File: src/rtl/cap_board_pkg.sv
// Shared definitions for the capacitor-bank push-pull driver: parameter
// defaults, the minimum half period and the phase FSM encoding.
package cap_board_pkg;

  localparam int N_BANKS_DEF     = 4;
  localparam int DIV_W_DEF       = 8;
  localparam int DEAD_W_DEF      = 4;
  localparam int MIN_HALF_PERIOD = 2;

  localparam logic [2:0] S_IDLE    = 3'd0;
  localparam logic [2:0] S_DEAD_A  = 3'd1;
  localparam logic [2:0] S_DRIVE_A = 3'd2;
  localparam logic [2:0] S_DEAD_B  = 3'd3;
  localparam logic [2:0] S_DRIVE_B = 3'd4;

  typedef enum logic [2:0] {
    ST_IDLE    = S_IDLE,
    ST_DEAD_A  = S_DEAD_A,
    ST_DRIVE_A = S_DRIVE_A,
    ST_DEAD_B  = S_DEAD_B,
    ST_DRIVE_B = S_DRIVE_B
  } phase_state_t;

endpackage

File: src/rtl/cap_bank_pushpull_driver_timer.sv
// Sub-state duration timer: a down-counter loaded with either the dead time
// or the drive time (H - Deff) and flagging the last cycle of the sub-state.
module cap_phase_timer #(
  parameter int DIV_W = 8
) (
  input  logic             clk,
  input  logic             rst,
  input  logic             i_load,
  input  logic             i_sel_dead,
  input  logic [DIV_W-1:0] i_h,
  input  logic [DIV_W-1:0] i_d,
  output logic             o_last
);

  localparam logic [DIV_W-1:0] ONE = DIV_W'(1);

  logic [DIV_W-1:0] r_cnt;
  logic [DIV_W-1:0] w_len;

  // Pick the length of the sub-state about to start.
  always_comb begin
    if (i_sel_dead) begin
      w_len = i_d;
    end else begin
      w_len = i_h - i_d;
    end
  end

  // Count remaining cycles of the current sub-state, reloading on transitions.
  always_ff @(posedge clk) begin
    if (rst) begin
      r_cnt <= '0;
    end else if (i_load) begin
      r_cnt <= w_len;
    end else if (r_cnt != '0) begin
      r_cnt <= r_cnt - ONE;
    end
  end

  // The counter holds the cycles left including the current one.
  assign o_last = (r_cnt <= ONE);

endmodule

File: src/rtl/cap_bank_pushpull_driver.sv
// Push-pull gate drive for N capacitor banks. Bank mask, half period and
// dead time are latched only at period start so every transformer sees
// whole, volt-second-balanced periods of exactly 2*H clock cycles.
module cap_bank_pushpull_driver
  import cap_board_pkg::*;
#(
  parameter int N_BANKS = N_BANKS_DEF,
  parameter int DIV_W   = DIV_W_DEF,
  parameter int DEAD_W  = DEAD_W_DEF
) (
  input  logic                 clk,
  input  logic                 rst,
  input  logic                 enable,
  input  logic [N_BANKS-1:0]   state,
  input  logic [DIV_W-1:0]     half_period,
  input  logic [DEAD_W-1:0]    dead_time,
  output logic [2*N_BANKS-1:0] fets,
  output logic [N_BANKS-1:0]   active_state,
  output logic                 running,
  output logic                 period_start
);

  localparam logic [DIV_W-1:0] ONE    = DIV_W'(1);
  localparam logic [DIV_W-1:0] MIN_HP = DIV_W'(MIN_HALF_PERIOD);

  phase_state_t         r_st;
  logic [DIV_W-1:0]     r_h;
  logic [DIV_W-1:0]     r_d;
  logic [N_BANKS-1:0]   r_active;
  logic [2*N_BANKS-1:0] r_fets;
  logic                 r_running;
  logic                 r_period_start;

  phase_state_t         w_nxt_st;
  logic                 w_start;
  logic                 w_load;
  logic                 w_sel_dead;
  logic                 w_last;
  logic [DIV_W-1:0]     w_h_new;
  logic [DIV_W-1:0]     w_d_ext;
  logic [DIV_W-1:0]     w_d_new;
  logic [DIV_W-1:0]     w_h_use;
  logic [DIV_W-1:0]     w_d_use;
  logic [N_BANKS-1:0]   w_act_nxt;
  logic [2*N_BANKS-1:0] w_fets_nxt;

  // Clamp the live timing inputs: H >= 2, dead time <= H - 1.
  always_comb begin
    w_d_ext = DIV_W'(dead_time);
    if (half_period < MIN_HP) begin
      w_h_new = MIN_HP;
    end else begin
      w_h_new = half_period;
    end
    if (w_d_ext > (w_h_new - ONE)) begin
      w_d_new = w_h_new - ONE;
    end else begin
      w_d_new = w_d_ext;
    end
  end

  // Phase sequencing: next state, period-start decision and timer reload.
  always_comb begin
    w_nxt_st   = r_st;
    w_start    = 1'b0;
    w_load     = 1'b0;
    w_sel_dead = 1'b0;
    case (r_st)
      ST_IDLE: begin
        if (enable) begin
          w_start    = 1'b1;
          w_load     = 1'b1;
          w_sel_dead = (w_d_new != '0);
          w_nxt_st   = (w_d_new != '0) ? ST_DEAD_A : ST_DRIVE_A;
        end else begin
          w_nxt_st = ST_IDLE;
        end
      end
      ST_DEAD_A: begin
        if (w_last) begin
          w_load   = 1'b1;
          w_nxt_st = ST_DRIVE_A;
        end else begin
          w_nxt_st = ST_DEAD_A;
        end
      end
      ST_DRIVE_A: begin
        if (w_last) begin
          w_load     = 1'b1;
          w_sel_dead = (r_d != '0);
          w_nxt_st   = (r_d != '0) ? ST_DEAD_B : ST_DRIVE_B;
        end else begin
          w_nxt_st = ST_DRIVE_A;
        end
      end
      ST_DEAD_B: begin
        if (w_last) begin
          w_load   = 1'b1;
          w_nxt_st = ST_DRIVE_B;
        end else begin
          w_nxt_st = ST_DEAD_B;
        end
      end
      ST_DRIVE_B: begin
        if (w_last && enable) begin
          w_start    = 1'b1;
          w_load     = 1'b1;
          w_sel_dead = (w_d_new != '0);
          w_nxt_st   = (w_d_new != '0) ? ST_DEAD_A : ST_DRIVE_A;
        end else if (w_last) begin
          w_nxt_st = ST_IDLE;
        end else begin
          w_nxt_st = ST_DRIVE_B;
        end
      end
      default: begin
        w_nxt_st = ST_IDLE;
      end
    endcase
  end

  // A new period times its first sub-state from the freshly clamped inputs.
  always_comb begin
    if (w_start) begin
      w_h_use = w_h_new;
      w_d_use = w_d_new;
    end else begin
      w_h_use = r_h;
      w_d_use = r_d;
    end
  end

  // Next-cycle bank mask and gate pattern; phases A and B never overlap.
  always_comb begin
    if (w_start) begin
      w_act_nxt = state;
    end else if (w_nxt_st == ST_IDLE) begin
      w_act_nxt = '0;
    end else begin
      w_act_nxt = r_active;
    end
    case (w_nxt_st)
      ST_DRIVE_A: w_fets_nxt = {{N_BANKS{1'b0}}, w_act_nxt};
      ST_DRIVE_B: w_fets_nxt = {w_act_nxt, {N_BANKS{1'b0}}};
      default:    w_fets_nxt = '0;
    endcase
  end

  cap_phase_timer #(
    .DIV_W(DIV_W)
  ) u_timer (
    .clk       (clk),
    .rst       (rst),
    .i_load    (w_load),
    .i_sel_dead(w_sel_dead),
    .i_h       (w_h_use),
    .i_d       (w_d_use),
    .o_last    (w_last)
  );

  // FSM state, period latches and registered outputs.
  always_ff @(posedge clk) begin
    if (rst) begin
      r_st           <= ST_IDLE;
      r_h            <= '0;
      r_d            <= '0;
      r_active       <= '0;
      r_fets         <= '0;
      r_running      <= 1'b0;
      r_period_start <= 1'b0;
    end else begin
      r_st           <= w_nxt_st;
      r_active       <= w_act_nxt;
      r_fets         <= w_fets_nxt;
      r_running      <= (w_nxt_st != ST_IDLE);
      r_period_start <= w_start;
      if (w_start) begin
        r_h <= w_h_new;
        r_d <= w_d_new;
      end
    end
  end

  assign fets         = r_fets;
  assign active_state = r_active;
  assign running      = r_running;
  assign period_start = r_period_start;

endmodule

File: config.mk
export PLATFORM = sky130hd
export DESIGN_NAME = cap_bank_pushpull_driver
export DESIGN_NICKNAME = d
export VERILOG_FILES = /design/src/rtl/cap_board_pkg.sv /design/src/rtl/cap_bank_pushpull_driver_timer.sv /design/src/rtl/cap_bank_pushpull_driver.sv
export SDC_FILE = /design/constraint.sdc
export NUM_CORES = 1
export LEC_CHECK = 0
export ABC_AREA = 0
export CAP_MARGIN = 15
export CORE_ASPECT_RATIO = 1.4
export CORE_MARGIN = 2
export CORE_UTILIZATION = 29
export CTS_BUF_LIST = sky130_fd_sc_hd__clkbuf_2
export DETAILED_ROUTE_END_ITERATION = 8
export PLACE_DENSITY = 0.45
export SYNTH_ARGS = -nofsm -noshare
export SYNTH_HDL_FRONTEND = slang
export SYNTH_HIERARCHICAL = 1
export SYNTH_SLANG_ARGS = --single-unit
File: constraint.sdc
create_clock -name clk -period 5.5 [get_ports clk]
set_clock_uncertainty 0.1 [all_clocks]
set_input_delay 0.55 -clock clk [delete_from_list [all_inputs] [get_ports clk]]
set_output_delay 0.55 -clock clk [all_outputs]
set_load 0.005 [all_outputs]
; Word-level counts from Yosys, hierarchy flattened
; Index checks and enable logic that the tools add are counted.
[totals]
out_inout_bits = 14
elab_cells = 57
in_bits = 19
reg_bits = 41
[classes]
n_mux = 28
n_addsub = 3
reduce_logical = 9
n_lt_le_gt_ge = 3
n_eq_ne = 6
[op_table]
columns = cell, count
row1 = 2-to-1 mux 8 bit, 7
row2 = nonzero test 8 bit, 3
row3 = one-hot mux 8 bit (2 select lines), 1
row4 = "subtractor 8 x 1 -> 8 bit, second input constant", 2
row5 = 2-to-1 mux 3 bit, 5
row6 = one-hot mux 3 bit (5 select lines), 1
row7 = "equality test 3 x 2 -> 1 bit, second input constant", 3
row8 = > comparator 4 x 8 -> 1 bit, 1
row9 = "less-or-equal comparator 8 x 1 -> 1 bit, second input constant", 1
row10 = "< comparator 8 x 2 -> 1 bit, second input constant", 1
row11 = 2-to-1 mux 4 bit, 2
row12 = subtractor 8 bit, 1
row13 = "equality test 3 bit, second input constant", 2
row14 = logical NOT 3 bit, 2
row15 = 2-to-1 mux 1 bit, 6
row16 = 2-to-1 mux 2 bit, 3
row17 = one-hot mux 1 bit (3 select lines), 2
row18 = "equality test 3 x 1 -> 1 bit, second input constant", 1
row19 = nonzero test 3 bit, 1
row20 = OR reduction 3 bit, 1
row21 = one-hot mux 1 bit (2 select lines), 1
row22 = nonzero test 2 bit, 1
row23 = logical AND 1 bit, 1

; Depth between registers and ports, before layout
; Gate-level depths: netlist of the first run.
[depth]
depth_word = 13
mapped_depth = 19
depth_no_buf = 17

; Modules after synthesis
; Netlist of the first run, hierarchy kept.
[by_module_without_submodules]
columns = module, n_inst, cells_each, area_per_inst_um2, seq_area_each_um2
row1 = cap_bank_pushpull_driver, 1, 221, 1776.7, 660.6
row2 = cap_phase_timer, 1, 119, 917.1, 160.2

; Worst setup path after synthesis of the first run
; OpenSTA, ideal clock, no wires.
[synth_timing]
path_type = input -> register
start = input half_period[4]
end = register u_timer.r_cnt[6]
required_time_ps = 5275
setup_time_ps = 125
arrival_ps = 4082
slack_ps = 1193
n_path_buf = 1
stages = 17
cell_sequence = nor4_2 -> a21bo_2 -> ha_1 -> or4b_4 -> o21ai_2 -> and3b_1 -> buf_6 -> o311a_4 -> nand2_1 -> ha_1 -> inv_1 -> fa_1 -> a211oi_1 -> nor2_1 -> or4_1 -> a21oi_1 -> o32ai_1
[synth_between]
elab_cells_between_ends = 14
classes_between = add/sub (2) / order compare (2) / mux (9) / reduce/logical (1)
[synth_lines]
columns = element, line
row1 = start: declaration, cap_bank_pushpull_driver.sv:15  ; input logic [DIV_W-1:0] half_period,
row2 = < comparator 8 x 2 -> 1 bit, cap_bank_pushpull_driver.sv:50  ; if (half_period < MIN_HP) begin
row3 = 2-to-1 mux 8 bit (*), cap_bank_pushpull_driver.sv:50
row4 = subtractor 8 x 1 -> 8 bit (*), "cap_bank_pushpull_driver.sv:55, cap_bank_pushpull_driver.sv:56"
row5 = > comparator 4 x 8 -> 1 bit, cap_bank_pushpull_driver.sv:55  ; if (w_d_ext > (w_h_new - ONE)) begin
row6 = 2-to-1 mux 8 bit (*), cap_bank_pushpull_driver.sv:55
row7 = 2-to-1 mux 8 bit (*), cap_bank_pushpull_driver.sv:124  ; if (w_start) begin
row8 = named net w_d_use[0], cap_bank_pushpull_driver.sv:43  ; logic [DIV_W-1:0] w_d_use;
row9 = subtractor 8 bit (*), cap_bank_pushpull_driver_timer.sv:25  ; w_len = i_h - i_d;
row10 = 2-to-1 mux 8 bit (*), cap_bank_pushpull_driver_timer.sv:22  ; if (i_sel_dead) begin
row11 = 2-to-1 mux 8 bit (*), cap_bank_pushpull_driver_timer.sv:33  ; end else if (i_load) begin
row12 = end signal: assignment, cap_bank_pushpull_driver_timer.sv:34  ; r_cnt <= w_len;
row13 = end signal: assignment, cap_bank_pushpull_driver_timer.sv:36  ; r_cnt <= r_cnt - ONE;
row14 = end: declaration, cap_bank_pushpull_driver_timer.sv:17  ; logic [DIV_W-1:0] r_cnt;
; Mark *: on every way through the listed nets, which the timed path passes. The rest lies on a longest branch.
; A chain may end at the register's enable or synchronous reset.

; Final worst setup path of the first run
[layout_timing]
start = input half_period[5]
end = register u_timer.r_cnt[6]
; The elaborated chain is that of the path after synthesis.

==> results of run 1 <==
## worst max-delay path, cell delays in order
cell             delay, ns
clkdlybuf4s50_1       0.49
nor4_2                0.42
a21bo_2               0.26
ha_1                  0.25
xnor2_1               0.18
ha_1                  0.29
a41oi_1               0.27
and3b_1               0.35
nand2_1               0.12
a211oi_1              0.30
inv_1                 0.13
fa_1                  0.46
a211oi_1              0.23
nor2_1                0.10
or4_1                 0.40
a21oi_1               0.14
o32ai_1               0.09
## per-layer routing
| metal | up-vias | GRT usage (%) |
|---|---|---|
| li1 | 1290 | - |
| met1 | 1172 | 17.9 |
| met2 | 48 | 26.3 |
| met3 | 11 | 2.59 |
| met4 | 0 | 5.26 |
| met5 | - | 0 |
## cells in the final DEF (no fill, tap or decap), types with 3 or more instances in the layout
cell type        synthesis  layout
a21oi_1                 29      29
and2_1                  10      10
a21o_1                   5       5
o211ai_1                 6       6
mux2i_1                  7       7
o31ai_1                  5       5
nand4_1                  4       4
xnor2_1                  4       4
nor3_1                   9       9
nor2b_1                  5       5
nor2_1                  20      20
clkbuf_2                 0       5
ha_1                    14      14
and3_1                   5       5
o32ai_1                  5       5
buf_4                    0      10
clkdlybuf4s50_1          0      32
nand2_1                 45      45
a31oi_1                  3       3
inv_1                   23      23
o21ai_0                 16      15
nand3b_1                 3       3
or3_1                    3       3
nand3_1                  5       5
dfxtp_1                 41      41
nor4_1                   4       4
nand2b_1                 6       6
a211oi_1                 8       8
## power groups by stage
stage                     combinational, uW  sequential, uW  clock, uW
final                                   579             383        184
after global routing                    660             391        209
after CTS                               585             384        195
after detailed placement                582             390          0
after global placement                  585             389          0
after floorplan                         438             378          0
## registers in the layout, indices dropped and copies added (netlist names)
register,cells
running,1
u_timer/r_cnt,8
period_start,1
active_state,4
fets,8
r_st,3
r_h,8
r_d,8
## layout make-up
class | count | area (um2) | area share [%]
clock buffers | 5 | 25.0 | 0.780
clock inverters | 3 | 41.3 | 1.29
inverters | 23 | 86.3 | 2.69
multi-input cells | 260 | 1700 | 53.1
flip-flops and latches | 41 | 821 | 25.6
well taps | 107 | 134 | 4.17
repair buffers | 42 | 395 | 12.3
## logic make-up after synthesis
kind of cell,synth area share [%]
AND/OR/NAND/NOR,26.6
XOR/XNOR,1.95
flip-flops,30.5
adder cells (fa/ha/maj),7.25
buffers and inverters,6.27
AO/OA/AOI/OAI,24.9
multiplexers,2.60
## worst min-delay path by stage
| stage | cells past startpoint | startpoint | to | slack, ns |
|---|---|---|---|---|
| global placement | 2 | r_h[5]$_SDFF_PP0_ | r_h[5]$_SDFF_PP0_ | 0.35 |
| floorplan | 2 | r_h[2]$_SDFF_PP0_ | r_h[2]$_SDFF_PP0_ | 0.34 |
| finish | 2 | r_h[5]$_SDFF_PP0_ | r_h[5]$_SDFF_PP0_ | 0.38 |
| global route | 2 | r_h[7]$_SDFF_PP0_ | r_h[7]$_SDFF_PP0_ | 0.41 |
| CTS | 2 | r_h[3]$_SDFF_PP0_ | r_h[3]$_SDFF_PP0_ | 0.38 |
| detailed placement | 2 | r_h[3]$_SDFF_PP0_ | r_h[3]$_SDFF_PP0_ | 0.36 |
## metrics by stage
stage | setup slack, ns | total power (uW) | cells | util (%)
6_report | 0.696 | 1150 | 481 | 35.5
5_1_grt | 0.281 | 1260 | 481 | 35.5
4_1_cts | 0.733 | 1160 | 481 | 35.5
3_5_place_dp | 0.270 | 972 | 473 | 34.8
3_3_place_gp | 0.353 | 974 | 473 | 34.8
2_1_floorplan | 1.19 | 816 | 340 | -
==> reports/results.ini, run 1 <==
[critical_path]
crit_start = half_period[5]
r2r_cells = 16
r2r_start = u_timer/r_cnt[4]$_SDFFE_PP0P_
reg2reg_slack_ns = 1.38
reg2reg_to = u_timer/r_cnt[6]$_SDFFE_PP0P_
crit_path_start_kind = input port
end_kind = flip-flop
cp_max_fo = 6
arrival_ns = 5.03
critPathKind = in -> reg
cp.required_ns = 5.72
endpoint = u_timer/r_cnt[6]$_SDFFE_PP0P_

[yosys]
synth.yosys.warnings = 6
netlist_area_um2 = 2690
synthArstFlopShare_pct = 0
yosysTopAreaCell = dfxtp_1
synth_top_area_share_pct = 30.5
synth-seq-area-share_pct = 30.5
yosys_register_bits = 41
syn_inst = 340
ys.flop_type = dfxtp_1
syn-num-nets = 374
synth_area_leaders = dfxtp_1 (30%), ha_1 (6.5%), nand2_1 (6.3%)
netlist_top_cells_count = nand2_1 (45), dfxtp_1 (41), a21oi_1 (29), inv_1 (23), nor2_1 (20)
avgSynthCellArea_um2 = 7.92
yosysMostFrequentCell = nand2_1
synth_edf_count = 0
synth.distinct_cells = 59

[global_route]
antenna_found_initial = 0
track_usage_pct = 15.0
grt_overflow_total = 0
grt_pass1_wl_mm = 12.0
grt_pass1_vias = 2483
grt_max_degree = 23

[die]
core-area_um2 = 9030
die_h_um = 118
num_rows = 41
io_pins = 33
die-area_um2 = 10100
die_w_um = 85.5
start_util_pct = 29.8

[placement]
gp_congestion = 0.854
postPlaceCellArea_um2 = 3140
dp_hpwl_mm = 5.68
io_buffers = 32

[power]
vdd.ir_drop.worst_mv = 0.169
power_frac_comb_pct = 50.5
switching_power_uw = 468
p_int_uw = 678
p_clk_share_pct = 16.1
power_density_nw_per_um2 = 357
swShare_pct = 40.9
leakagePower_uw = 0.00128
pwr-share-seq_pct = 33.4

[timing]
setup_viol = 0
hold_violations = 0
clock.fmax_mhz = 208
rsz0062_at_grt = false
fin_crit_sh_pct = 87.3
hold_slack_ns = 0.377
maxSlewViolCount = 0
fin_crit_ns = 4.80
relSlewSlack_pct = 63.6
worst_pin_slew_ns = 0.542
fin_setup_tns_ns = 0

[drt]
num_vias = 2521
ant_nets = 0
top_layer_used = met4
wl_met2_mm = 3.72
drt_pass1_iterations = 4
wl_met3_um = 221
m1WireLength_mm = 3.09
wire_per_inst_um = 15.0
drt-total-wl_mm = 7.20
avgViaCountPerCell = 5.24
drt_iter0_drc = 62
drcViolationCount = 0

[cts]
cts_hold_buf = 0
cts_setup_buffers = 0
clk_pin_slew_ns = 0.21
cts_resized = 0
cts_tree = built
clk_latency_ns = 0.42
ctsHtreeMaxLevel = 2
cts_buffers = 5
clock_path_buffers = 2
clock_sinks = 41
cts-root-buf = clkbuf_2

[outcome]
status = completed

[layout]
final_nets = 407
final_layout_size_suffix_gt1_share_pct = 8.56
diodes = 0
nFillCells = 972
area_growth_pct = 19.0
fin_area_um2 = 3210

[flow_run]
cap_violations = 0

[hold_path]
min_path_type = reg -> reg

Note: power is estimated with default switching activity, not from simulation.
==> inputs of run 2 (changes only) <==
- CORE_UTILIZATION: 29 -> 56
- CTS_BUF_LIST: sky130_fd_sc_hd__clkbuf_2 -> default
- PLACE_DENSITY: 0.45 -> 0.78
==> run 2 against run 1 <==
Effect of this change:
- cell count decreased by 10%
- via count increased by 2.3%
- combinational power about the same
- sequential power barely moved
- routed wire length shrank 8.2%
- flip-flop and latch count stayed put
- critical path depth is the same
- largest cell class unchanged
==> reports/results.ini, run 2 (synthesized netlist as in run 1, its figures left out) <==
[outcome]
status = completed

[critical_path]
crit_path_start_kind = input port
arrival_ns = 5.20
endpoint = u_timer/r_cnt[6]$_SDFFE_PP0P_
critPathKind = in -> reg
cp_max_fo = 6
reg2reg_to = u_timer/r_cnt[6]$_SDFFE_PP0P_
r2r_start = u_timer/r_cnt[4]$_SDFFE_PP0P_
reg2reg_slack_ns = 1.29
crit_start = half_period[4]
r2r_cells = 16
end_kind = flip-flop
cp.required_ns = 5.58

[global_route]
grt_pass1_wl_mm = 10.9
grt_pass1_vias = 2385
track_usage_pct = 25.2
grt_overflow_total = 0
busiest_layer = met2
grtUsageMet2_pct = 44.5
grt_max_degree = 23
antenna_found_initial = 0
met3_usage_pct = 3.54
grtUsageMet1_pct = 29.7

[timing]
worst_pin_slew_ns = 0.551
maxSlewViolCount = 0
fin_setup_tns_ns = 0
rsz0062_at_grt = false
relSlewSlack_pct = 63.2
setup_viol = 0
hold_violations = 0
fin_crit_sh_pct = 93.1
clock.fmax_mhz = 195
fin_crit_ns = 5.12
hold_slack_ns = 0.370
setup_ws_ns = 0.380

[power]
power_density_nw_per_um2 = 394
leakagePower_uw = 0.00129
vdd.ir_drop.worst_mv = 0.248
total_power_uw = 1260

[placement]
gp_congestion = 0.903
post-place-ws_ns = 0.166
dp_hpwl_mm = 4.93
io_buffers = 32
postPlaceCellArea_um2 = 3050

[drt]
num_vias = 2578
drt_iter0_drc = 75
ant_nets = 0
drcViolationCount = 0
avgViaCountPerCell = 5.97
wire_per_inst_um = 15.3
drt-total-wl_mm = 6.61
drt_pass1_iterations = 5

[die]
io_pins = 33
start_util_pct = 58.9
die_w_um = 62.6
num_rows = 29
die_h_um = 86.1
die-area_um2 = 5390
core-area_um2 = 4570

[layout]
diodes = 0
area_growth_pct = 18.5
layout_commonest_cell = nand2_1
fin_area_um2 = 3190
final_cell_mix = nand2_1 (45), dfxtp_1 (41), clkdlybuf4s50_1 (32)
final_nets = 403
final_layout_size_suffix_gt1_share_pct = 7.84

[cts]
cts_hold_buf = 0
ctsHtreeMaxLevel = 2
cts_resized = 0
clock_sinks = 41
clock_path_buffers = 2
clk_latency_ns = 0.29
cts_tree = built
cts-root-buf = clkbuf_8
clk_pin_slew_ns = 0.08
cts_setup_buffers = 0
cts_buffers = 5

[flow_run]
cap_violations = 0

[hold_path]
min_path_type = reg -> reg

==> run 2: critical path, stage by stage <==
cell	delay, ns
clkdlybuf4s50_1	0.51
nor4_2	0.48
a21bo_2	0.26
ha_1	0.26
xnor2_1	0.17
ha_1	0.28
a41oi_1	0.30
and3b_1	0.37
nand2_1	0.12
a211oi_1	0.31
inv_1	0.14
fa_1	0.47
a211oi_1	0.24
nor2_1	0.11
or4_1	0.40
a21oi_1	0.14
o32ai_1	0.10
==> run 2: layout make-up <==
| class | count | area [um2] |
|---|---|---|
| fillers | 395 | 1380 |
| inverters | 23 | 86.3 |
| repair buffers | 38 | 365 |
| multi-input cells | 260 | 1700 |
| flip-flops and latches | 41 | 821 |
| well taps | 62 | 77.6 |
| clock buffers | 5 | 68.8 |
| clock inverters | 3 | 68.8 |
==> run 2: stage by stage <==
| stage | std cells | util [%] |
|---|---|---|
| 2_1_floorplan | 340 | - |
| 3_3_place_gp | 424 | 66.8 |
| 3_5_place_dp | 424 | 66.8 |
| 4_1_cts | 432 | 69.8 |
| 5_1_grt | 432 | 69.8 |
| 6_report | 432 | 69.8 |
==> run 2: metal layers <==
| layer | part of all wire (%) | vias to the layer above |
|---|---|---|
| met5 | 0 | - |
| met2 | 51 | 78 |
| li1 | - | 1284 |
| met4 | 3.2 | 0 |
| met3 | 4.7 | 14 |
| met1 | 41 | 1202 |
==> run 2: power breakdown <==
group / leakage [uW] / internal, uW / total [uW] / switching [uW]
Clock: 0.0000687 / 183 / 295 / 112
Combinational: 0.000889 / 256 / 580 / 324
Sequential: 0.000336 / 343 / 382 / 39.4
Total: 0.00129 / 782 / 1260 / 476
==> run 2: worst min-delay path by stage <==
stage	slack [ns]	to	from	depth (start not counted)
after floorplan	0.34	r_h[2]$_SDFF_PP0_	r_h[2]$_SDFF_PP0_	2
after global placement	0.35	r_h[3]$_SDFF_PP0_	r_h[3]$_SDFF_PP0_	2
after detailed placement	0.36	r_h[2]$_SDFF_PP0_	r_h[2]$_SDFF_PP0_	2
after CTS	0.37	r_h[2]$_SDFF_PP0_	r_h[2]$_SDFF_PP0_	2
after global routing	0.39	r_h[2]$_SDFF_PP0_	r_h[2]$_SDFF_PP0_	2
final	0.37	r_h[2]$_SDFF_PP0_	r_h[2]$_SDFF_PP0_	2
